--- src/rtl/timer_pkg.sv ---
`timescale 1ns/1ps
`default_nettype none
// ============================================================================
// Module      : timer_pkg
// Description : Shared definitions for the generic AVR-style timer/counter:
//               clock-select encodings, waveform-generation mode constants,
//               TCCR field positions and small decode helpers.
// Revision    : 1.0 - initial release
// ============================================================================
package timer_pkg;

    // Clock-select (TCCR[2:0]) encodings; 110/111 are treated as stop.
    localparam logic [2:0] CS_STOP    = 3'b000;
    localparam logic [2:0] CS_DIV1    = 3'b001;
    localparam logic [2:0] CS_DIV8    = 3'b010;
    localparam logic [2:0] CS_DIV64   = 3'b011;
    localparam logic [2:0] CS_DIV256  = 3'b100;
    localparam logic [2:0] CS_DIV1024 = 3'b101;

    // Waveform-generation mode (TCCR[4:3]) encodings.
    localparam logic [1:0] WGM_NORMAL = 2'b00;
    localparam logic [1:0] WGM_CTC    = 2'b01;
    localparam logic [1:0] WGM_FPWM   = 2'b10;
    localparam logic [1:0] WGM_RSVD   = 2'b11;

    // TCCR field bit positions.
    localparam int TCCR_CS_LSB  = 0;
    localparam int TCCR_CS_MSB  = 2;
    localparam int TCCR_WGM_LSB = 3;
    localparam int TCCR_WGM_MSB = 4;
    localparam int TCCR_COM_BIT = 5;

    typedef enum logic [1:0] {
        MODE_NORMAL = 2'd0,
        MODE_CTC    = 2'd1,
        MODE_FPWM   = 2'd2
    } timer_mode_e;

    // Reserved WGM encoding collapses onto normal mode.
    function automatic timer_mode_e decode_wgm(input logic [1:0] wgm);
        timer_mode_e mode;
        case (wgm)
            WGM_CTC:            mode = MODE_CTC;
            WGM_FPWM:           mode = MODE_FPWM;
            WGM_NORMAL,
            WGM_RSVD:           mode = MODE_NORMAL;
            default:            mode = MODE_NORMAL;
        endcase
        return mode;
    endfunction

    function automatic logic cs_running(input logic [2:0] cs);
        return (cs != CS_STOP) && (cs <= CS_DIV1024);
    endfunction

    // Terminal count of the prescaler divider (divisor - 1).
    function automatic logic [9:0] cs_terminal(input logic [2:0] cs);
        logic [9:0] term;
        case (cs)
            CS_DIV1:    term = 10'd0;
            CS_DIV8:    term = 10'd7;
            CS_DIV64:   term = 10'd63;
            CS_DIV256:  term = 10'd255;
            CS_DIV1024: term = 10'd1023;
            default:    term = 10'd0;
        endcase
        return term;
    endfunction

endpackage
`default_nettype wire

--- src/rtl/timer_prescaler.sv ---
`timescale 1ns/1ps
`default_nettype none
// ============================================================================
// Module      : timer_prescaler
// Description : 10-bit free-running clock divider producing a one-cycle
//               count tick at the rate selected by the clock-select field.
//               Held at zero while stopped; restart forces it back to zero.
// Revision    : 1.0 - initial release
// Ports       : clk      in  system clock
//               rst_n    in  asynchronous active-low reset
//               cs       in  [2:0] clock select (currently active value)
//               restart  in  clear divider on this edge (clock select changing)
//               tick     out one-cycle count enable
// ============================================================================
module timer_prescaler (
    input  logic       clk,
    input  logic       rst_n,
    input  logic [2:0] cs,
    input  logic       restart,
    output logic       tick
);
    import timer_pkg::*;

    logic [9:0] count;
    logic [9:0] terminal;
    logic       running;

    assign running  = cs_running(cs);
    assign terminal = cs_terminal(cs);
    // For /1 the terminal count is 0, so the tick is asserted every cycle.
    assign tick     = running && (count == terminal);

    always_ff @(posedge clk or negedge rst_n) begin
        if (!rst_n) begin
            count <= 10'd0;
        end else if (!running || restart || (count == terminal)) begin
            count <= 10'd0;
        end else begin
            count <= count + 10'd1;
        end
    end

endmodule
`default_nettype wire

--- src/rtl/timer_generic.sv ---
`timescale 1ns/1ps
`default_nettype none
// ============================================================================
// Module      : timer_generic
// Description : Parametrised AVR-style timer/counter with normal, CTC and
//               fast-PWM modes, compare output pin and interrupt requests.
// Revision    : 1.0 - initial release
// Options     : TIMER_OCR_DBUF_EN - double-buffered OCR; in fast PWM the
//               active compare value only updates on the MAX->0 wrap.
// Ports       : sysClock            in  system clock
//               rst_n               in  asynchronous active-low reset
//               TCNT/OCR/TCCR/TIMSK data + write enables (load next cycle)
//               TIFR_input/_we      in  write-1-to-clear flag data
//               clear_count         in  synchronous counter clear
//               *_output            out register contents (OCR = active)
//               OC_pin              out compare / PWM output
//               irq_ovf, irq_cmp    out masked overflow / compare requests
// ============================================================================
module timer_generic #(
    parameter int WIDTH   = 8,
    parameter int TOV_BIT = 0,
    parameter int OCF_BIT = 1
) (
    input  logic             sysClock,
    input  logic             rst_n,
    input  logic [WIDTH-1:0] TCNT_data,
    input  logic [WIDTH-1:0] OCR_input,
    input  logic [7:0]       TCCR_input,
    input  logic [7:0]       TIMSK_input,
    input  logic [7:0]       TIFR_input,
    input  logic             TCNT_write_enable,
    input  logic             OCR_write_enable,
    input  logic             TCCR_write_enable,
    input  logic             TIMSK_write_enable,
    input  logic             TIFR_write_enable,
    input  logic             clear_count,
    output logic [WIDTH-1:0] TCNT_output,
    output logic [WIDTH-1:0] OCR_output,
    output logic [7:0]       TCCR_output,
    output logic [7:0]       TIMSK_output,
    output logic [7:0]       TIFR_output,
    output logic             OC_pin,
    output logic             irq_ovf,
    output logic             irq_cmp
);
    import timer_pkg::*;

    localparam logic [WIDTH-1:0] MAX_COUNT = {WIDTH{1'b1}};
    localparam logic [WIDTH-1:0] ONE_COUNT = {{(WIDTH-1){1'b0}}, 1'b1};

    logic [WIDTH-1:0] tcnt, tcnt_next;
    logic [WIDTH-1:0] ocr_active, ocr_active_next;
    logic [7:0]       tccr, timsk, tifr, tifr_next;
    logic [7:0]       flag_set, flag_clr;
    logic             oc_state, oc_next;

    logic [2:0]       cs;
    logic             com;
    timer_mode_e      mode;
    logic             tick, restart;
    logic             count_en, at_max, match, ovf_evt, cmp_evt;

    assign cs   = tccr[TCCR_CS_MSB:TCCR_CS_LSB];
    assign com  = tccr[TCCR_COM_BIT];
    assign mode = decode_wgm(tccr[TCCR_WGM_MSB:TCCR_WGM_LSB]);

    // Restart the divider only when the clock select actually changes.
    assign restart = TCCR_write_enable &&
                     (TCCR_input[TCCR_CS_MSB:TCCR_CS_LSB] != cs);

    timer_prescaler u_prescaler (
        .clk     (sysClock),
        .rst_n   (rst_n),
        .cs      (cs),
        .restart (restart),
        .tick    (tick)
    );

    // A clear or software load owns TCNT this cycle: the tick is dropped
    // entirely, so no count, no overflow and no compare match.
    assign count_en = tick && !clear_count && !TCNT_write_enable;
    assign at_max   = (tcnt == MAX_COUNT);
    assign match    = (tcnt == ocr_active);
    // In every mode TOV only comes from the MAX->0 roll-over; in CTC that
    // means OCR == MAX, or a counter that was loaded above OCR.
    assign ovf_evt  = count_en && at_max;
    assign cmp_evt  = count_en && match;

    always_comb begin
        tcnt_next = tcnt;
        if (clear_count) begin
            tcnt_next = '0;
        end else if (TCNT_write_enable) begin
            tcnt_next = TCNT_data;
        end else if (count_en) begin
            if ((mode == MODE_CTC) && match) begin
                tcnt_next = '0;
            end else begin
                tcnt_next = tcnt + ONE_COUNT;
            end
        end
    end

    // Hardware set wins over a simultaneous software clear.
    always_comb begin
        flag_set          = 8'h00;
        flag_set[TOV_BIT] = ovf_evt;
        flag_set[OCF_BIT] = cmp_evt;
        flag_clr          = TIFR_write_enable ? TIFR_input : 8'h00;
        tifr_next         = (tifr & ~flag_clr) | flag_set;
    end

    // Output-compare state. It is held at 0 while COM is off so that enabling
    // COM always starts from a known level.
    always_comb begin
        oc_next = oc_state;
        if (!com) begin
            oc_next = 1'b0;
        end else if (count_en) begin
            if (mode == MODE_FPWM) begin
                // Set as TCNT rolls to 0; this takes precedence so that
                // OCR == MAX never clears the pin.
                if (at_max) begin
                    oc_next = 1'b1;
                end else if (match) begin
                    oc_next = 1'b0;
                end
            end else if (match) begin
                oc_next = ~oc_state;
            end
        end
    end

`ifdef TIMER_OCR_DBUF_EN
    logic [WIDTH-1:0] ocr_buf, ocr_buf_next;

    always_comb begin
        ocr_buf_next    = OCR_write_enable ? OCR_input : ocr_buf;
        ocr_active_next = ocr_active;
        if (mode != MODE_FPWM) begin
            ocr_active_next = ocr_buf_next;
        end else if (ovf_evt) begin
            ocr_active_next = ocr_buf_next;
        end
    end

    always_ff @(posedge sysClock or negedge rst_n) begin
        if (!rst_n) begin
            ocr_buf <= '0;
        end else begin
            ocr_buf <= ocr_buf_next;
        end
    end
`else
    always_comb begin
        ocr_active_next = OCR_write_enable ? OCR_input : ocr_active;
    end
`endif

    always_ff @(posedge sysClock or negedge rst_n) begin
        if (!rst_n) begin
            tcnt       <= '0;
            ocr_active <= '0;
            tccr       <= 8'h00;
            timsk      <= 8'h00;
            tifr       <= 8'h00;
            oc_state   <= 1'b0;
        end else begin
            tcnt       <= tcnt_next;
            ocr_active <= ocr_active_next;
            tifr       <= tifr_next;
            oc_state   <= oc_next;
            if (TCCR_write_enable) begin
                tccr <= TCCR_input;
            end
            if (TIMSK_write_enable) begin
                timsk <= TIMSK_input;
            end
        end
    end

    assign TCNT_output  = tcnt;
    assign OCR_output   = ocr_active;
    assign TCCR_output  = tccr;
    assign TIMSK_output = timsk;
    assign TIFR_output  = tifr;
    // OCR == MAX in fast PWM is a constant-high output, even before the
    // first wrap has set the registered state.
    assign OC_pin       = com && (oc_state ||
                          ((mode == MODE_FPWM) && (ocr_active == MAX_COUNT)));
    assign irq_ovf      = tifr[TOV_BIT] & timsk[TOV_BIT];
    assign irq_cmp      = tifr[OCF_BIT] & timsk[OCF_BIT];

endmodule
`default_nettype wire

--- config.mk ---
export PLATFORM = sky130hd
export DESIGN_NAME = timer_generic
export DESIGN_NICKNAME = d
export VERILOG_FILES = /design/src/rtl/timer_pkg.sv /design/src/rtl/timer_prescaler.sv /design/src/rtl/timer_generic.sv
export SDC_FILE = /design/constraint.sdc
export NUM_CORES = 1
export LEC_CHECK = 0
export CAP_MARGIN = 20
export CORE_UTILIZATION = 45
export DETAILED_ROUTE_END_ITERATION = 10
export PLACE_DENSITY = 0.8
export SKIP_CTS_REPAIR_TIMING = 1
export SYNTH_ARGS = -nofsm -noshare
export SYNTH_HDL_FRONTEND = slang
export SYNTH_HIERARCHICAL = 1
export SYNTH_SLANG_ARGS = --single-unit
--- constraint.sdc ---
create_clock -name sysClock -period 3.55 [get_ports sysClock]
set_input_delay 0.71 -clock sysClock [delete_from_list [all_inputs] [get_ports sysClock]]
set_output_delay 0.71 -clock sysClock [all_outputs]
set_load 0.005 [all_outputs]
After elaboration in Yosys (flattened, before gate mapping)

Index checks and enable logic that the tools add are counted.

Register bits: 51
Bits of input ports: 48
Output and inout port bits: 43
Word-level logic and storage cells: 68

$add $sub $neg: 2
Order comparisons: 1
Equal/unequal tests: 17
Multiplexer cells: 14
Bitwise logic cells: 6
Reductions and logical operators: 21

Operators by type and width:

| kind                                                                     | number |
|---|---|
| 8-bit 2-to-1 mux                                                         | 5 |
| 10-bit case mux with 4 select lines                                      | 1 |
| 8-bit == test (second input constant)                                    | 2 |
| 10-bit by 1-bit adder with 10-bit output (second input constant)         | 1 |
| 10-bit == test                                                           | 1 |
| 1-bit logical AND                                                        | 10 |
| 10-bit 2-to-1 mux                                                        | 1 |
| 8-bit by 1-bit adder with 8-bit output (second input constant)           | 1 |
| 8-bit bitwise AND                                                        | 1 |
| 8-bit == test                                                            | 1 |
| 8-bit inverter                                                           | 1 |
| 8-bit by 2-bit OR with 8-bit output                                      | 1 |
| 2-bit == test (second input constant)                                    | 3 |
| 3-bit by 2-bit == test with 1-bit output (second input constant)         | 2 |
| 3-bit == test (second input constant)                                    | 2 |
| 1-bit 2-to-1 mux                                                         | 6 |
| 3-bit by 1-bit inequality test with 1-bit output (second input constant) | 2 |
| 2-bit case mux with 3 select lines                                       | 1 |
| 3-bit nonzero test                                                       | 2 |
| 2-bit by 1-bit == test with 1-bit output (second input constant)         | 2 |
| 3-bit less-or-equal comparator (second input constant)                   | 1 |
| 1-bit zero test                                                          | 3 |
| 1-bit logical OR                                                         | 3 |
| 3-bit inequality test                                                    | 1 |
| 6 further kinds                                                          | 7 |

Longest topological paths before layout

Depth after elaboration: 9
Mapped depth: 11
Depth with buffers taken out: 10

Modules after synthesis

Netlist, hierarchy kept.

By module, submodules not included:

| module          | times used | cells each | area an instance (um^2) | seq. area each (um^2) |
|---|---|---|---|---|
| timer_generic   | 1          | 157        | 1964.4                  | 1026.0 |
| timer_prescaler | 1          | 64         | 631.9                   | 250.2 |

Worst setup path before layout

OpenSTA, ideal clock, no wires.

Kind: register to register
Start: register tccr[1] (netlist: TCCR_output[1])
End: register oc_state
Library setup time: 0.124 ns
Data arrival time: 2.568 ns
Slack: 0.858 ns
Stages on the path, launching flop included: 12
Buffers on the path: 2
Path through: dfrtp_1 > inv_1 > ha_1 > nor4b_1 > o22ai_1 > nor4_2 > buf_4 > nor3b_2 > buf_2 > nand2_1 > o311a_1 > a211o_1

Cells in the longest elaborated chain, start to end: 8
Elaborated cells on any way between the ends: 14
Classes of those cells: 1 x order compare; 6 x eq/ne; 1 x mux; 6 x reduce/logical

RTL lines:

| what                                                                      | line                  | source |
|---|---|---|
| from (decl)                                                               | timer_generic.sv:53   | `logic [7:0] tccr, timsk, tifr, tifr_next;` |
| from (signal assigned)                                                    | timer_generic.sv:174  | `tccr <= TCCR_input;` |
| 3-bit == test or 3-bit by 2-bit == test with 1-bit output (tied branches) | timer_pkg.sv:59       | `case (cs)` |
| 10-bit case mux with 4 select lines                                       | timer_pkg.sv:59       |  |
| 10-bit == test                                                            | timer_prescaler.sv:31 | `assign tick = running && (count == terminal);` |
| 1-bit logical AND *                                                       | timer_prescaler.sv:31 |  |
| via tick                                                                  | timer_generic.sv:60   | `logic tick, restart;` |
| 1-bit logical AND * (2 in a row)                                          | timer_generic.sv:81   | `assign count_en = tick && !clear_count && !TCNT_write_enable;` |
| 2-bit by 1-bit inequality test with 1-bit output (no source line) *       | -                     |  |
| 3-bit AND reduction (no source line) *                                    | -                     |  |
| to (signal assigned)                                                      | timer_generic.sv:172  | `oc_state <= oc_next;` |
| to (decl)                                                                 | timer_generic.sv:55   | `logic oc_state, oc_next;` |

The timed path passes the listed nets; every way through them passes the cells marked *.
A chain may end at the register's enable or synchronous reset.

Worst setup path after layout

Ends and elaborated chain as after synthesis.

==> impl_metrics.toml <==
[cts]
clkTransAtPathRegs_ns = 0.09
clk_latency_ns = 0.30
cts_tree = "built"
cts_buffers = 5
cts_max_level = 2
clock-root-buffer = "clkbuf_8"
clkSinkCount = 51
max-clock-path-buffers = 2

[cells_and_area]
final_cells = 384
mostFrequentLayoutCell = "clkdlybuf4s50_1"
diodes = 0
final_layout_size_suffix_gt1_frac = 0.138
post-route-util = 0.665
final_cell_mix = "clkdlybuf4s50_1, dfrtp_1, mux2_2"
nets = 364
syn2layout_area_growth_pct = 41.9

[worst_setup_path]
endpoint_kind = "flip-flop"
crit_chain = "inv_1 -> ha_1 -> nor4b_1 -> o22ai_1 -> nor4_2 -> nor3b_2 -> buf_4 -> nand2_1 -> o311a_1 -> a211o_1"
cp_max_fo = 11
slowest_stage = "dfrtp_1"
worst-setup-path-type = "reg2reg"
crit_required_ns = 3.74
reg2regPathDepth = 10
cp.arrival_ns = 2.91
slowest_delay_ns = 0.48
start_kind = "flip-flop"

[die]
rows = 27
start_util = 0.469
die_area_um2 = 6080
ios = 91
die_w_um = 78.0
die_height_um = 78.0
core_area_um2 = 5540

[synth]
yosysTopAreaCellShare = 0.492
syn_area_per_cell_um2 = 11.7
ys_seq_area_frac = 0.492
synth_nets = 273
syn_area_um2 = 2600
synth_cell_types = 49
synth_largest_area_cell = "dfrtp_1"
synth_area_leaders = "dfrtp_1, mux2_2, xor2_1"
ys_ff_latch = 51
synthFlopType = "dfrtp_1"
synth_cells = 221
synth_edf_count = 0
async_flop_share = 1.00
synth-warning-count = 6

[timing]
worst_pin_slew_ns = 0.525
slew_headroom = 0.649
skew_ns = 0.00388
rsz0062_at_grt = "no"
finalHoldViolCount = 0
finalSetupViolations = 0
finalCritPeriodShare = 0.764
tns_ns = 0
slew_violations = 0
layout_min_cycle_time_ns = 2.71
fmax_mhz = 369

[route]
route.detailed.drc = 0
wl_mm = 5.91
viasPerCell = 5.48
antenna_left = 0
drt_iter0_markers = 86
vias = 2104
avgRoutedWirePerCell_um = 15.4
drt-pass1-iter-count = 4

[status]
status = "finished, final reports clean"

[grt]
grt_usage = 0.207
antenna_found_initial = 0
grt_pass1_wl_mm = 9.79
grt_pass1_vias = 2077
grt_remaining_overflow = 0
grt_max_degree = 52

[power]
ir_drop_uv = 300
power_density_nw_per_um2 = 369
leakagePower_nw = 1.46

[placed_design]
portBuffers = 90
placedCellCount = 376
dp_hpwl_mm = 4.32
finalWeightedCongestion = 0.930

[worst_hold_path]
min_path_type = "in2async"

[job]
maxCapViolations = 0
[routing by layer]
layer	part of all wire	GRT usage	wire length (µm)
met1	0.44	0.262	2590
met2	0.49	0.350	2870
met4	0.016	0.0741	93
met5	0	0	0
met3	0.058	0.0447	344
[Yosys cell counts, drive strengths merged, types with 2 or more instances]
cell	count
a21oi	7
mux2	24
xor2	13
nand2	12
o41ai	2
nor3	9
nand4	8
nand3b	5
o32ai	4
o31ai	2
o22ai	2
xnor2	11
nor3b	6
a211o	2
and2	3
inv	3
buf	3
clkbuf	6
nand3	4
nor4	7
nor4b	4
and4	3
nor2	5
dfrtp	51
a21boi	6
ha	4
[power by group]
part	total, mW	switching, mW	internal, mW
logic	0.299	0.116	0.183
clock network	0.387	0.181	0.206
registers	0.672	0.0527	0.619
total	1.36	0.350	1.01
[path summary, 6_finish.rpt]
path                                   endpoint             from  slack [ns]
worst max-delay path                   oc_state   TCCR_output[1]        0.84
worst min-delay path             TCCR_output[1]            rst_n        0.25
worst max register to register         oc_state   TCCR_output[1]        0.84
worst min register to register  TIMSK_output[4]  TIMSK_output[4]        0.51
max in group asynchronous       TIMSK_output[0]            rst_n        2.83
min in group sysClock           TIMSK_output[4]  TIMSK_output[4]        0.51
[cell type report]
cell class | instances | area (µm²)
tap | 72 | 90.1
timing repair buffer | 93 | 931
sequential | 51 | 1280
clock inverter | 2 | 37.5
inverter | 3 | 11.3
multi-input combinational | 158 | 1270
fill | 442 | 1860
clock buffer | 5 | 68.8
[metrics by stage]
| stage | area (µm²) | power [mW] | setup slack, ns | hold slack, ns |
|---|---|---|---|---|
| 2_1_floorplan | 2600 | 0.812 | 0.858 | 0.414 |
| 3_3_place_gp | 3560 | 0.973 | 0.920 | 0.491 |
| 3_5_place_dp | 3560 | 0.979 | 0.860 | 0.494 |
| 4_1_cts | 3660 | 1.37 | 0.859 | 0.514 |
| 5_1_grt | 3680 | 1.43 | 0.596 | 0.255 |
| 6_report | 3680 | 1.36 | 0.836 | 0.251 |
[critical path, delay by kind of cell (launching register included)]
kind	cells	cell delay (ns)
and+or+nand+nor	4	0.80
AOI/OAI and AO/OA	3	0.76
DFF	1	0.48
adders and majority gates	1	0.29
buffers and inverters	2	0.27
[logic make-up after synthesis]
| family | count (synthesis) | share of synthesized area |
|---|---|---|
| flip-flops | 51 | 0.492 |
| adder cells (fa/ha/maj) | 4 | 0.0193 |
| AO/OA/AOI/OAI | 30 | 0.0843 |
| XOR/XNOR | 24 | 0.0839 |
| multiplexers | 25 | 0.108 |
| AND/OR/NAND/NOR | 75 | 0.193 |
| buffers and inverters | 12 | 0.0198 |
[state kept, by name (all words and copies together), names as in the netlist]
signal and flops:
OCR_output 8, TCCR_output 8, TCNT_output 8, TIFR_output 8
TIMSK_output 8, oc_state 1, u_prescaler/count 10
Note: power is estimated with default switching activity, not from simulation.
